[src/rtl/esdi_cmd_sequencer.sv]
// rtl/esdi_cmd_sequencer.sv - ESDI command request to AXI-lite CSR transaction sequencer
module esdi_cmd_sequencer #(
    parameter int POLL_GAP   = 16,
    parameter int POLL_LIMIT = 65535
) (
    input  logic        csr_aclk,
    input  logic        csr_areset,
    input  logic        req_valid,
    output logic        req_ready,
    input  logic [15:0] req_word,
    input  logic        req_query,
    input  logic        req_wait_cc,
    output logic        resp_valid,
    input  logic        resp_ready,
    output logic [15:0] resp_data,
    output logic [3:0]  resp_status,
    output logic        ctl_awvalid,
    input  logic        ctl_awready,
    output logic [4:0]  ctl_awaddr,
    output logic [2:0]  ctl_awprot,
    output logic        ctl_wvalid,
    input  logic        ctl_wready,
    output logic [31:0] ctl_wdata,
    output logic [3:0]  ctl_wstrb,
    input  logic        ctl_bvalid,
    output logic        ctl_bready,
    input  logic [1:0]  ctl_bresp,
    output logic        ctl_arvalid,
    input  logic        ctl_arready,
    output logic [4:0]  ctl_araddr,
    output logic [2:0]  ctl_arprot,
    input  logic        ctl_rvalid,
    output logic        ctl_rready,
    input  logic [31:0] ctl_rdata,
    input  logic [1:0]  ctl_rresp
);

    localparam logic [4:0] A_STATUS = 5'h00;
    localparam logic [4:0] A_DATA   = 5'h04;
    localparam logic [4:0] A_LINES  = 5'h10;

    localparam int CW = (POLL_LIMIT > 1) ? $clog2(POLL_LIMIT) : 1;
    localparam int GW = (POLL_GAP > 1) ? $clog2(POLL_GAP) : 1;
    localparam logic [CW-1:0] POLL_LAST = CW'(POLL_LIMIT - 1);
    localparam logic [GW-1:0] GAP_LAST  = GW'((POLL_GAP > 0) ? POLL_GAP - 1 : 0);

    typedef enum logic [2:0] {S_IDLE, S_AR, S_R, S_GAP, S_AW, S_B, S_DONE} state_t;
    typedef enum logic [1:0] {PH_TX, PH_RX, PH_DATA, PH_CC} phase_t;

    state_t          r_state;
    phase_t          r_phase;
    logic            r_req_ready;
    logic            r_resp_valid;
    logic [15:0]     r_resp_data;
    logic [3:0]      r_resp_status;
    logic            r_arvalid;
    logic [4:0]      r_araddr;
    logic            r_rready;
    logic            r_awvalid;
    logic            r_wvalid;
    logic            r_bready;
    logic [15:0]     r_word;
    logic            r_query;
    logic            r_wait_cc;
    logic [CW-1:0]   r_poll_cnt;
    logic [GW-1:0]   r_gap_cnt;

    logic            w_poll_hit;
    logic            w_unused_rdata;

    assign w_unused_rdata = &{1'b0, ctl_rdata[31:18]};

    always_comb begin
        w_poll_hit = 1'b0;
        case (r_phase)
            PH_TX:   w_poll_hit = ~ctl_rdata[0];
            PH_RX:   w_poll_hit = ctl_rdata[1];
            PH_CC:   w_poll_hit = ~ctl_rdata[2];
            default: w_poll_hit = 1'b0;
        endcase
    end

    always_ff @(posedge csr_aclk) begin
        if (csr_areset) begin
            r_state       <= S_IDLE;
            r_phase       <= PH_TX;
            r_req_ready   <= 1'b0;
            r_resp_valid  <= 1'b0;
            r_resp_data   <= '0;
            r_resp_status <= '0;
            r_arvalid     <= 1'b0;
            r_araddr      <= A_STATUS;
            r_rready      <= 1'b0;
            r_awvalid     <= 1'b0;
            r_wvalid      <= 1'b0;
            r_bready      <= 1'b0;
            r_word        <= '0;
            r_query       <= 1'b0;
            r_wait_cc     <= 1'b0;
            r_poll_cnt    <= '0;
            r_gap_cnt     <= '0;
        end else begin
            case (r_state)
                S_IDLE: begin
                    if (req_valid && r_req_ready) begin
                        r_req_ready   <= 1'b0;
                        r_word        <= req_word;
                        r_query       <= req_query;
                        r_wait_cc     <= req_wait_cc;
                        r_resp_data   <= '0;
                        r_resp_status <= '0;
                        r_phase       <= PH_TX;
                        r_poll_cnt    <= '0;
                        r_araddr      <= A_STATUS;
                        r_arvalid     <= 1'b1;
                        r_state       <= S_AR;
                    end else begin
                        r_req_ready   <= ~r_resp_valid;
                    end
                end
                S_AR: begin
                    if (ctl_arready) begin
                        r_arvalid <= 1'b0;
                        r_rready  <= 1'b1;
                        r_state   <= S_R;
                    end
                end
                S_R: begin
                    if (ctl_rvalid) begin
                        r_rready <= 1'b0;
                        if (ctl_rresp != 2'b00) begin
                            r_resp_status[3] <= 1'b1;
                            r_resp_valid     <= 1'b1;
                            r_state          <= S_DONE;
                        end else if (r_phase == PH_DATA) begin
                            r_resp_data      <= ctl_rdata[15:0];
                            r_resp_status[0] <= ctl_rdata[16];
                            r_resp_status[1] <= ctl_rdata[17];
                            if (r_wait_cc) begin
                                r_phase    <= PH_CC;
                                r_poll_cnt <= '0;
                                r_araddr   <= A_LINES;
                                r_arvalid  <= 1'b1;
                                r_state    <= S_AR;
                            end else begin
                                r_resp_valid <= 1'b1;
                                r_state      <= S_DONE;
                            end
                        end else if (w_poll_hit) begin
                            case (r_phase)
                                PH_TX: begin
                                    r_awvalid <= 1'b1;
                                    r_wvalid  <= 1'b1;
                                    r_state   <= S_AW;
                                end
                                PH_RX: begin
                                    r_phase   <= PH_DATA;
                                    r_araddr  <= A_DATA;
                                    r_arvalid <= 1'b1;
                                    r_state   <= S_AR;
                                end
                                default: begin
                                    r_resp_valid <= 1'b1;
                                    r_state      <= S_DONE;
                                end
                            endcase
                        end else if (r_poll_cnt == POLL_LAST) begin
                            r_resp_status[2] <= 1'b1;
                            r_resp_valid     <= 1'b1;
                            r_state          <= S_DONE;
                        end else begin
                            // Repoll the same address, spaced by POLL_GAP idle cycles
                            r_poll_cnt <= r_poll_cnt + 1'b1;
                            if (POLL_GAP == 0) begin
                                r_arvalid <= 1'b1;
                                r_state   <= S_AR;
                            end else begin
                                r_gap_cnt <= '0;
                                r_state   <= S_GAP;
                            end
                        end
                    end
                end
                S_GAP: begin
                    if (r_gap_cnt == GAP_LAST) begin
                        r_arvalid <= 1'b1;
                        r_state   <= S_AR;
                    end else begin
                        r_gap_cnt <= r_gap_cnt + 1'b1;
                    end
                end
                S_AW: begin
                    if (ctl_awready) r_awvalid <= 1'b0;
                    if (ctl_wready)  r_wvalid  <= 1'b0;
                    if ((!r_awvalid || ctl_awready) && (!r_wvalid || ctl_wready)) begin
                        r_bready <= 1'b1;
                        r_state  <= S_B;
                    end
                end
                S_B: begin
                    if (ctl_bvalid) begin
                        r_bready <= 1'b0;
                        if (ctl_bresp != 2'b00) begin
                            r_resp_status[3] <= 1'b1;
                            r_resp_valid     <= 1'b1;
                            r_state          <= S_DONE;
                        end else if (r_query) begin
                            r_phase    <= PH_RX;
                            r_poll_cnt <= '0;
                            r_araddr   <= A_STATUS;
                            r_arvalid  <= 1'b1;
                            r_state    <= S_AR;
                        end else if (r_wait_cc) begin
                            r_phase    <= PH_CC;
                            r_poll_cnt <= '0;
                            r_araddr   <= A_LINES;
                            r_arvalid  <= 1'b1;
                            r_state    <= S_AR;
                        end else begin
                            r_resp_valid <= 1'b1;
                            r_state      <= S_DONE;
                        end
                    end
                end
                S_DONE: begin
                    if (resp_ready) begin
                        r_resp_valid <= 1'b0;
                        r_state      <= S_IDLE;
                    end
                end
                default: r_state <= S_IDLE;
            endcase
        end
    end

    assign req_ready   = r_req_ready;
    assign resp_valid  = r_resp_valid;
    assign resp_data   = r_resp_data;
    assign resp_status = r_resp_status;
    assign ctl_awvalid = r_awvalid;
    assign ctl_awaddr  = A_DATA;
    assign ctl_awprot  = 3'b000;
    assign ctl_wvalid  = r_wvalid;
    assign ctl_wdata   = {15'h0000, r_query, r_word};
    assign ctl_wstrb   = 4'hF;
    assign ctl_bready  = r_bready;
    assign ctl_arvalid = r_arvalid;
    assign ctl_araddr  = r_araddr;
    assign ctl_arprot  = 3'b000;
    assign ctl_rready  = r_rready;

endmodule

[config.mk]
export PLATFORM = sky130hd
export DESIGN_NAME = esdi_cmd_sequencer
export DESIGN_NICKNAME = d
export VERILOG_FILES = /design/src/rtl/esdi_cmd_sequencer.sv
export SDC_FILE = /design/constraint.sdc
export NUM_CORES = 1
export LEC_CHECK = 0
export ABC_AREA = 1
export CAP_MARGIN = 20
export CELL_PAD_IN_SITES_DETAIL_PLACEMENT = 2
export CELL_PAD_IN_SITES_GLOBAL_PLACEMENT = 2
export CORE_AREA = 2 2 112 114
export DETAILED_ROUTE_END_ITERATION = 16
export DIE_AREA = 0 0 114 116
export DONT_BUFFER_PORTS = 1
export PLACE_DENSITY = 0.91
export SLEW_MARGIN = 10
export SYNTH_ARGS = -nofsm -noshare
export SYNTH_HDL_FRONTEND = slang
export SYNTH_SLANG_ARGS = --single-unit
[constraint.sdc]
create_clock -name csr_aclk -period 2.2 [get_ports csr_aclk]
set_input_delay 0.44 -clock csr_aclk [delete_from_list [all_inputs] [get_ports csr_aclk]]
set_output_delay 0.44 -clock csr_aclk [all_outputs]
set_load 0.01 [all_outputs]
# Yosys cells after proc, flatten, opt, wreduce, memory -nomap -nowiden
# Cells that the tools add are included.
# totals
output_inout_bits	79
word_cells	209
in_bits	63
register_bits	75
# classes
n_reduce_logical	33
muxes	113
add_sub_neg	2
bitwise_logic	3
eq_ne	39
# op_table
op	count
$mux 16	13
$mux 5	10
$pmux 16 s3	1
$mux 3	15
$reduce_and 7->1	6
$mux 1	40
$ne 2x2->1 const B	20
$mux 4	8
$pmux 16 s2	1
$mux 2	11
$pmux 3 s7	1
$add 16x1->16 const B	1
$eq 16x16->1 const B	1
$reduce_and 8->1	2
$pmux 5 s3	1
$reduce_bool 2->1	7
$ne 3x3->1 const B	4
$pmux 3 s2	2
$ne 5x5->1 const B	2
$reduce_and 10->1	1
$eq 3x3->1 const B	3
$pmux 1 s3	3
$pmux 1 s2	4
$pmux 4 s2	1
other kinds (23)	32

# Longest topological paths before layout
# depth
depth_word	8
depth_mapped	12
mapped_depth_nobuf	12

# Worst setup path after synthesis
# No wires, ideal clock.
# synth_timing
path_type	input to register
from	in ctl_rresp[1]
to	reg r_poll_cnt[1]
path_slack_ns	0.566
stages	10
path_buffers	1
required_ns	2.132
arrival_time_ns	1.566
setup_ns	0.068
cell_sequence	nor2_1 > inv_1 > nand2_2 > nand3_2 > nor2_8 > nand3_4 > inv_4 > buf_12 > nand2_2 > a21oi_2
# synth_via
elab_chain_cells	3
# synth_rtl
element	line_no	rtl
start: declaration	35	input logic [1:0] ctl_rresp
$reduce_bool 2->1	131	if (ctl_rresp != 2'b00) begin
$ne 2x2->1 (no line)	-	
$reduce_and 8->1 (no line)	-	
end signal: assignment	173	r_poll_cnt <= r_poll_cnt + 1'b1;
end: declaration	65	logic [CW-1:0] r_poll_cnt;
# Every way passes these cells.
# A chain may end at the register's enable or synchronous reset.

# Worst setup path in the final report
# layout_timing
from	reg r_state[0]
to	reg r_araddr[4], in the netlist ctl_araddr[4]
# layout_via
elab_chain_cells	3
word_cells_on_any_way	13
classes_between	9 x eq/ne; 1 x mux; 3 x reduce/logical
# layout_rtl
element	line_no	rtl
start: declaration	50	state_t r_state;
start signal: assignment	85	r_state <= S_IDLE;
start signal: assignment	116	r_state <= S_AR;
start signal: assignment	125	r_state <= S_R;
$eq 3x2->1 (tied with other cells)	103	case (r_state)
$ne 3x2->1 (no line) (tied with other cells)	-	
$reduce_and 8->1 (no line)	-	
end signal: assignment	92	r_araddr <= A_STATUS;
end signal: assignment	114	r_araddr <= A_STATUS;
end signal: assignment	142	r_araddr <= A_LINES;
end: declaration	57	logic [4:0] r_araddr;
# Parallel ways exist; a longest one is shown, timed or not.

==> metrics.txt <==
Synth Register Bits=75; row cnt=40; Area Overhead vs Synth=11.4%; post-cts hold buffer count=0; post-synth cell types=41; largest net degree at the start of global routing=43; DR iter-0 viols=224; WP data required=2.44 ns; Core Util, Final=0.396; maxcap violations=0; Synth Area per Inst=6.75 um^2; Routability Congestion=0.843; non-filler instance count after layout=788; CP Class=flip-flop to flip-flop; Max stage delay cell, worst path=dfxtp_1; via count of the routed design=4298; status=complete, no violations; Peak VDD IR=0.000591 V; Core ar.=11900 um^2; Detail Placement HPWL=11200 um; fin crit share=0.956; cell area after placement=4320 um^2; slowest stage delay, CP=0.51 ns; Worst setup EP type=flip-flop; port buffer count=0; post-route ant nets=0; die extent in x=114 um; grt ovf=0; sequential share of the synthesized area=0.354; Clock transition at path regs=0.06 ns; ANT cells=0; power density cells=1270 nW/um^2; Compound-Gate Fraction of Synth Area=0.145; first-pass GRT wire length=25300 um; clock root buffer=clkbuf_16; Multi-input gate area=2310 um^2; FMAX=475 MHz; minimum clock period after layout=2.10 ns; Top Ports=142; leakage=0.00199 uW; Initial Util=0.356; routed wire length=16600 um; Fin Clk Skew=0.00893 ns; CTS tree=yes; Syn. warnings=0; largest family of logic cells by synthesized area=simple AND/OR/NAND/NOR gates; Synth Area in Adders=0.00886; Worst-Margin Slew=0.725 ns; post-synthesis xor/xnor area fraction=0.00620; layout cells sized above 1=0.137; # H-tree levels=3; die height=116 um; Die Footprint=13200 um^2; CTS Buf Count=9; crit path max fanout=7; mux contribution to synthesized area=0; critical path, cell by cell=inv_2 -> nor2_4 -> nand2_4 -> nand2_4 -> nand3_4 -> nor2_2 -> nand2_2 -> o21ai_4 -> inv_1 -> o21a_1; dpl ws=0.0287 ns; clock sinks=75; vias in the first global route=4727; final setup fails=0; worst-skew pair later-pin latency=0.35 ns; Min Hold Slack=0.155 ns; most used cell, CP=nand2_4; clock tree buffer depth=2; Pins Over Slew Limit=0; min setup slack post-route=0.0957 ns; Global Route Usage Sum=0.249; arrival time at the worst endpoint=2.35 ns; fillers=1426; Hold Vio Cnt, Final=0; FF/Latch Area=1500 um^2; area of the mapped netlist=4240 um^2; Post-Syn Instances=628; DR pass1 iterations=4; Net count, final=702; placed cell count=771; # DRC=0; Post-Synth Simple-Gate Area=0.352; Avg Vias per Cell=5.45; routed len/inst=21.1 um; element type at the critical path start=flip-flop; Slew HR=0.511; class of the worst hold path=primary input to flip-flop; antenna violations before repair=0; fin area=4720 um^2
[metal layers]
layer | vias to the layer above | share of wire | global-route usage
li1 | 1972 | - | -
met5 | - | 0 | 0
met4 | 0 | 0.019 | 0.102
met2 | 166 | 0.51 | 0.438
met1 | 2129 | 0.40 | 0.285
met3 | 31 | 0.067 | 0.0717
[critical path: cells and delay by family (launching register included)]
family	cells	cell delay [ns]
AO/OA/AOI/OAI	2	0.33
flip-flops	1	0.51
buffers and inverters	2	0.27
AND/OR/NAND/NOR	6	0.88
[path summary, 6_finish.rpt]
kind	startpoint	to	slack [ns]	depth (start not counted)
worst max-delay path	r_state[0]	ctl_araddr[4]	0.1	10
worst min-delay path	csr_areset	r_gap_cnt[2]	0.15	1
worst max register to register	r_state[0]	ctl_araddr[4]	0.1	10
worst min register to register	r_gap_cnt[2]	r_gap_cnt[2]	0.50	2
[final cells by class]
cell class,count,area share
multi-input cells,474,0.490
well taps,147,0.0390
inverters,57,0.0459
flip-flops and latches,75,0.318
clock buffers,11,0.0536
clock inverters,5,0.0228
repair buffers,19,0.0302
[power by group]
part / switching [uW] / internal (uW) / total [uW]
sequential: 271 / 1550 / 1820
clock: 640 / 1180 / 1820
combinational: 1720 / 634 / 2350
[layout by cell type, fill, tap and decap left out, types with 13 or more instances in the layout]
cell type / netlist / routed
o21ai_0: 38 / 38
nand3_1: 35 / 34
a21oi_1: 48 / 48
nor2_1: 88 / 88
inv_1: 49 / 49
nand2_2: 11 / 13
conb_1: 2 / 30
dfxtp_1: 75 / 74
nand2_1: 154 / 152
buf_4: 33 / 19
[synth_stat cells (all sizes together)]
cell type	number	area [um^2]
nand3b	1	7.51
o31ai	2	15.0
nand2	169	692
o21a	1	7.51
dfxtp	75	1500
a31oi	2	12.5
nor3b	3	22.5
o21ai	41	209
nand3	40	240
inv	57	216
ha	3	37.5
buf	38	294
nor3	9	45.0
clkbuf	12	45.0
a2bb2oi	1	8.76
o22ai	2	12.5
o2111ai	1	8.76
conb	2	7.51
nor2	97	429
xnor2	1	8.76
nand4	8	50.1
xor2	2	17.5
o21bai	2	15.0
a21oi	57	319
a211oi	1	7.51
or2	1	6.26
[timing repair]
action | in CTS | in global routing
gates resized for setup | 1 | 6
setup endpoints to repair | 25 | 28
buffers inserted | 0 | 1
pin swaps | 0 | 1
[stage by stage]
stage / total power [uW] / TNS [ns]
after detailed placement: 3990 / 0
after CTS: 5910 / 0
after global placement: 3810 / 0
after floorplan: 3440 / 0
after global routing: 6320 / -0.0277
final: 5990 / 0
[flip-flops by register name (all words and copies together) (netlist names)]
signal and count:
r_poll_cnt 16, r_word 16, resp_data 16, ctl_araddr 5, r_gap_cnt 4, resp_status 4, r_state 3, r_phase 2
ctl_arvalid 1, ctl_awvalid 1, ctl_bready 1, ctl_rready 1, ctl_wvalid 1, r_query 1, r_wait_cc 1, req_ready 1
resp_valid 1
[cells by family after synthesis]
kind of cell	Yosys count
AND/OR/NAND/NOR	328
AO/OA/AOI/OAI	110
buffers and inverters	107
flip-flops	75
XOR/XNOR	3
adder cells (fa/ha/maj)	3
other	2
Power figures use the tool's default switching activity.
